$ cat src/rtl/demux_ctrl.sv
// demux_ctrl: routes a receive byte stream to four class FIFOs by the
// byte's top two bits, with backpressure, a destination mask and drop count.
module demux_ctrl #(
  parameter int DATA_W = 8,
  parameter int CNT_W  = 8
) (
  input  logic              CLK,
  input  logic              RESET_L,
  input  logic              INIT,
  input  logic [3:0]        CFG_ENABLE,
  input  logic              VALID,
  input  logic [DATA_W-1:0] DATA_IN,
  input  logic [3:0]        ALMOST_FULL,
  input  logic [3:0]        EMPTY,
  output logic [3:0]        PUSH,
  output logic [DATA_W-1:0] DATA_OUT,
  output logic              PAUSE,
  output logic              IDLE_OUT,
  output logic [CNT_W-1:0]  DROP_CNT,
  output logic [2:0]        STATE
);

  typedef enum logic [2:0] {
    S_RESET  = 3'd0,
    S_INIT   = 3'd1,
    S_IDLE   = 3'd2,
    S_ACTIVE = 3'd3,
    S_PAUSE  = 3'd4
  } state_t;

  state_t     state;
  logic [3:0] mask;
  logic [1:0] sel;
  logic       fwd;
  logic       hit;
  logic       drop;
  logic       any_af;
  logic       any_busy;

  assign sel      = DATA_IN[DATA_W-1 -: 2];
  assign any_af   = |(ALMOST_FULL & mask);
  assign any_busy = |(~EMPTY & mask);

  // RESET and INIT never forward, so their valid bytes fall into drop
  assign fwd  = (state == S_IDLE) || (state == S_ACTIVE) ||
                (state == S_PAUSE);
  assign hit  = VALID && fwd && mask[sel];
  assign drop = VALID && !hit;

  assign PAUSE    = (state == S_PAUSE);
  assign IDLE_OUT = (state == S_IDLE);
  assign STATE    = state;

  always_ff @(posedge CLK or negedge RESET_L) begin
    if (!RESET_L) begin
      state    <= S_RESET;
      mask     <= 4'h0;
      PUSH     <= 4'h0;
      DATA_OUT <= '0;
      DROP_CNT <= '0;
    end else begin
      PUSH <= hit ? (4'b0001 << sel) : 4'h0;
      if (hit)
        DATA_OUT <= DATA_IN;
      if (drop && (DROP_CNT != {CNT_W{1'b1}}))
        DROP_CNT <= DROP_CNT + CNT_W'(1);
      if (state == S_INIT)
        mask <= CFG_ENABLE;

      if (state == S_RESET)
        state <= S_INIT;
      else if (INIT)
        state <= S_INIT;
      else begin
        unique case (state)
          S_INIT:   state <= S_IDLE;
          S_IDLE: begin
            if (VALID || any_busy)
              state <= S_ACTIVE;
          end
          S_ACTIVE: begin
            if (any_af)
              state <= S_PAUSE;
            else if (!any_busy && !VALID)
              state <= S_IDLE;
          end
          S_PAUSE: begin
            if (!any_af)
              state <= S_ACTIVE;
          end
          default:  state <= S_RESET;
        endcase
      end
    end
  end

endmodule

$ cat config.mk
export PLATFORM = sky130hd
export DESIGN_NAME = demux_ctrl
export DESIGN_NICKNAME = d
export VERILOG_FILES = /design/src/rtl/demux_ctrl.sv
export SDC_FILE = /design/constraint.sdc
export NUM_CORES = 1
export LEC_CHECK = 0
export ABC_AREA = 1
export BUFFER_PORTS_ARGS = -buffer_cell sky130_fd_sc_hd__buf_2
export CELL_PAD_IN_SITES_DETAIL_PLACEMENT = 1
export CELL_PAD_IN_SITES_GLOBAL_PLACEMENT = 2
export CORE_MARGIN = 8
export CORE_UTILIZATION = 30
export CTS_BUF_LIST = sky130_fd_sc_hd__clkbuf_8
export DETAILED_ROUTE_END_ITERATION = 10
export PLACE_DENSITY_LB_ADDON = 0.1
export SETUP_SLACK_MARGIN = 0.05
export SYNTH_ARGS = -nofsm -noshare
export SYNTH_HDL_FRONTEND = slang
export SYNTH_SLANG_ARGS = --single-unit
$ cat constraint.sdc
create_clock -name CLK -period 4.5 [get_ports CLK]
set_input_delay 0.9 -clock CLK [delete_from_list [all_inputs] [get_ports CLK]]
set_output_delay 0.9 -clock CLK [all_outputs]
set_load 0.03 [all_outputs]
Word-level counts from Yosys, hierarchy flattened

Index checks and enable logic that the tools add are counted.

Word-level logic and storage cells: 44
Register bits: 27
Output and inout bits: 25
Input port bits: 24

Multiplexer cells: 10
Reductions and logical operators: 15
Shift-type cells: 1
Bitwise logic cells: 3
Order comparisons: 1
Add/subtract/negate cells: 1
Equal/unequal tests: 8

Operator list:

| cell                                                                         | count |
|---|---|
| 3-bit 2-to-1 mux                                                             | 6 |
| 3-bit one-hot mux with 4 select lines                                        | 1 |
| 8-bit by 1-bit adder with 8-bit output, second input constant                | 1 |
| 4-bit AND                                                                    | 2 |
| 8-bit != test, second input constant                                         | 1 |
| 4-bit OR reduction                                                           | 2 |
| 3-bit by 2-bit == test with 1-bit output, second input constant              | 2 |
| 1-bit logical AND                                                            | 5 |
| 5-bit by 3-bit != test with 1-bit output, second input constant              | 1 |
| 4-bit 2-to-1 mux                                                             | 1 |
| 4-bit by 2-bit != test with 1-bit output, second input constant              | 1 |
| 4-bit by 3-bit != test with 1-bit output, second input constant              | 1 |
| 4-bit inverter                                                               | 1 |
| 1-bit by 2-bit left shift with 4-bit output, first input constant            | 1 |
| 3-bit by 1-bit == test with 1-bit output, second input constant              | 1 |
| 3-bit == test, second input constant                                         | 1 |
| 1-bit zero test                                                              | 3 |
| 3-bit zero test                                                              | 1 |
| 1-bit logical OR                                                             | 3 |
| 2-bit by 3-bit less-than comparator with 1-bit output, second input constant | 1 |
| 3-bit AND reduction                                                          | 1 |
| 1-bit binary-select mux with 2-bit select                                    | 1 |
| 1-bit 2-to-1 mux                                                             | 1 |

Longest topological paths before layout

Word-level depth: 10
Depth in mapped cells: 9
Gate-level depth less buffers: 9

Worst setup path after synthesis

No wires, ideal clock.

Kind: register to output
Start point: reg state[2], in the netlist STATE[2]
End point: out IDLE_OUT
Setup slack: 2.413 ns
Data arrival time: 1.187 ns
Buffers on the path: 0
Cell stages (with the launch flop): 4
Data required time: 3.600 ns
Path through: dfrtp_1 inv_1 nand2_1 nor2_1

Cells in the longest elaborated chain, start to end: 1

RTL lines:

| what                                     | line | text |
|---|---|---|
| start, declared                          | 31   | `state_t state;` |
| start signal, assigned                   | 56   | `state <= S_RESET;` |
| start signal, assigned                   | 71   | `state <= S_INIT;` |
| start signal, assigned                   | 73   | `state <= S_INIT;` |
| 3-bit by 2-bit == test with 1-bit output | 51   | `assign IDLE_OUT = (state == S_IDLE);` |
| end, declared                            | 18   | `output logic IDLE_OUT,` |

No other way between the ends.

Worst setup path after layout

Same ends and word-level chain as after synthesis.

==> impl_metrics.py <==
metrics = {
    "layout": {
        "fin_nets": 240,
        "final_common_cell": "nand2_1",
        "utilization_pct": 38.7,
        "antenna_cells": 0,
        "most-common-layout-cells": "nand2_1 (59), buf_2 (48), dfrtp_1 (27)",
        "syn2layout_area_growth_pct": 24.4,
        "drive_gt1_share_pct": 30.4,
    },
    "power_and_ir_drop": {
        "leakage_uw": 0.000934,
        "max-vdd-ir-drop_v": 0.000157,
        "power_uw": 1100,
        "power_density_mw_per_mm2": 659,
    },
    "die": {
        "rows": 24,
        "die_area_mm2": 0.00688,
        "start_util_pct": 31.1,
        "fp.dieH_um": 82.9,
        "coreArea_mm2": 0.00432,
        "die_w_um": 82.9,
        "io-pin-count": 49,
    },
    "logic_synthesis": {
        "synthDistinctLibCells": 23,
        "ys_warn_count": 0,
        "ys_seq_area_share_pct": 50.3,
        "synth_area_leaders": "dfrtp_1 (50%), nand2_1 (16%), nand3_1 (5.6%)",
        "synth_top_cell_area_share_pct": 50.3,
        "syn_avg_cell_area_um2": 8.19,
        "synth_area_leader_cell": "dfrtp_1",
        "syn_nets": 189,
        "synth-seq-cells": 27,
        "synth_area_mm2": 0.00134,
        "syn_inst": 164,
    },
    "place": {
        "port_buffers": 48,
        "dp_hpwl_um": 3090,
        "finalWeightedCongestion": 0.759,
    },
    "clock_tree": {
        "htree_levels": 1,
        "cts.sinks": 27,
        "ctsHoldBuffers": 0,
        "cts_tree": "done",
        "clock_latency_ps": 270,
        "cts_buffers": 3,
        "clk_pin_slew_ps": 100,
        "ctsResizeCount": 0,
        "clockBufferDepth": 2,
        "post-cts-setup-buffers": 0,
        "cts-root-buf": "clkbuf_8",
    },
    "timing": {
        "rsz0062_at_grt": "false",
        "period_needed_ps": 2180,
        "slew_headroom_pct": 58.0,
        "setup_viol": 0,
        "fmax_mhz": 458,
        "finalHoldViolCount": 0,
        "tightest_slew_ps": 630,
        "slew_viol_final": 0,
        "skew_ps": 6.64,
        "post-route-period-util_pct": 48.5,
        "tns_ps": 0,
    },
    "route": {
        "drt_first_pass_iters": 4,
        "wl_met3_um": 186,
        "antenna_left": 0,
        "wirelength_um": 3850,
        "routedWlPerCell_um": 14.5,
        "wl_met2_um": 1960,
        "highest_layer": "met4",
        "num_vias": 1260,
        "viasPerCell": 4.74,
        "drc": 0,
        "wl_met1_um": 1680,
        "drt_iter0_drc": 36,
    },
    "run": {
        "maxCapViolCount": 0,
    },
    "global_routing": {
        "grt_usage_pct": 11.3,
        "grt_max_degree": 28,
        "overflow": 0,
        "grt_pass1_wl_um": 6600,
        "antenna_found_initial": 0,
        "grt_pass1_vias": 1417,
    },
    "run_status": {
        "outcome": "complete, no violations",
    },
    "critical_path": {
        "crit_fanout": 4,
        "startpoint_type": "register",
        "cp.required_ps": 3600,
        "crit_type": "reg -> out",
        "endpoint_kind": "output port",
        "worst_ep_arrival_time_ps": 1280,
    },
    "worst_hold_path": {
        "hold_path_class": "reg -> reg",
    },
}
==> cell usage after synthesis <==
cell type and number:
nand3_2 1, inv_1 14, nand4_1 3, nor2_1 15, xnor2_1 5, nand2_1 59
mux2_2 3, o21ai_0 2, nand3b_1 2, o211ai_1 1, inv_2 2, buf_6 2
nor3_1 2, nor4_1 1, a21oi_2 1, a21oi_1 1, or2_2 1, ha_1 1
nand3_1 15, nand2_2 2, o21ai_2 3, nor2_2 1, dfrtp_1 27
==> layout make-up <==
type / count / area [um2]
fillers: 547 / 2650
repair buffers: 48 / 240
inverters: 16 / 60.1
clock buffers: 3 / 41.3
flip-flops and latches: 27 / 676
multi-input cells: 119 / 586
clock inverters: 1 / 3.75
well taps: 52 / 65.1
==> stage by stage <==
stage               setup slack, ps  instance area (um2)  cells  hold slack [ps]
detailed placement             2360                 1630    262              464
global route                   2200                 1670    266              526
floorplan                      2410                 1340    164              526
finish                         2320                 1670    266              492
global placement               2460                 1630    262              457
CTS                            2310                 1670    266              489
==> metal layers <==
layer,GRT usage [%],vias up
met5,0,-
met4,2.88,0
met3,3.13,4
met2,20.2,32
met1,12.8,608
li1,-,616
==> state kept, by name, summed over array words and instances (netlist names) <==
name / count
DATA_OUT: 8
DROP_CNT: 8
PUSH: 4
mask: 4
STATE: 3
==> cell families after synthesis <==
| kind of cell | count (synthesis) | synth area share, % |
|---|---|---|
| simple gates | 102 | 32.6 |
| flops | 27 | 50.3 |
| buf+inv | 18 | 6.15 |
| compound gates | 8 | 4.28 |
| xor+xnor | 5 | 3.26 |
| mux | 3 | 2.51 |
| fa+ha+maj | 1 | 0.931 |
==> report_power, final <==
group / switching (uW) / total (uW) / internal, uW
sequential: 102 / 436 / 335
combinational: 350 / 526 / 176
clock: 77.9 / 139 / 61.2
total: 529 / 1100 / 572
==> worst paths after layout <==
check | slack, ps | startpoint | depth (start not counted) | end
worst max-delay path | 2320 | STATE[2] | 4 | IDLE_OUT
worst min-delay path | 490 | DATA_OUT[5] | 2 | DATA_OUT[5]
worst max register to register | 2730 | DROP_CNT[0] | 7 | DROP_CNT[2]
worst min register to register | 490 | DATA_OUT[5] | 2 | DATA_OUT[5]
max in group asynchronous | 3450 | RESET_L | 1 | PUSH[3]
min in group asynchronous | 640 | RESET_L | 1 | DATA_OUT[3]
==> critical path, stage by stage, from the launching register on <==
cell	delay, ps
dfrtp_1	420
inv_1	120
nand2_1	100
nor2_1	150
buf_2	220
Note: power is estimated with default switching activity, not from simulation.
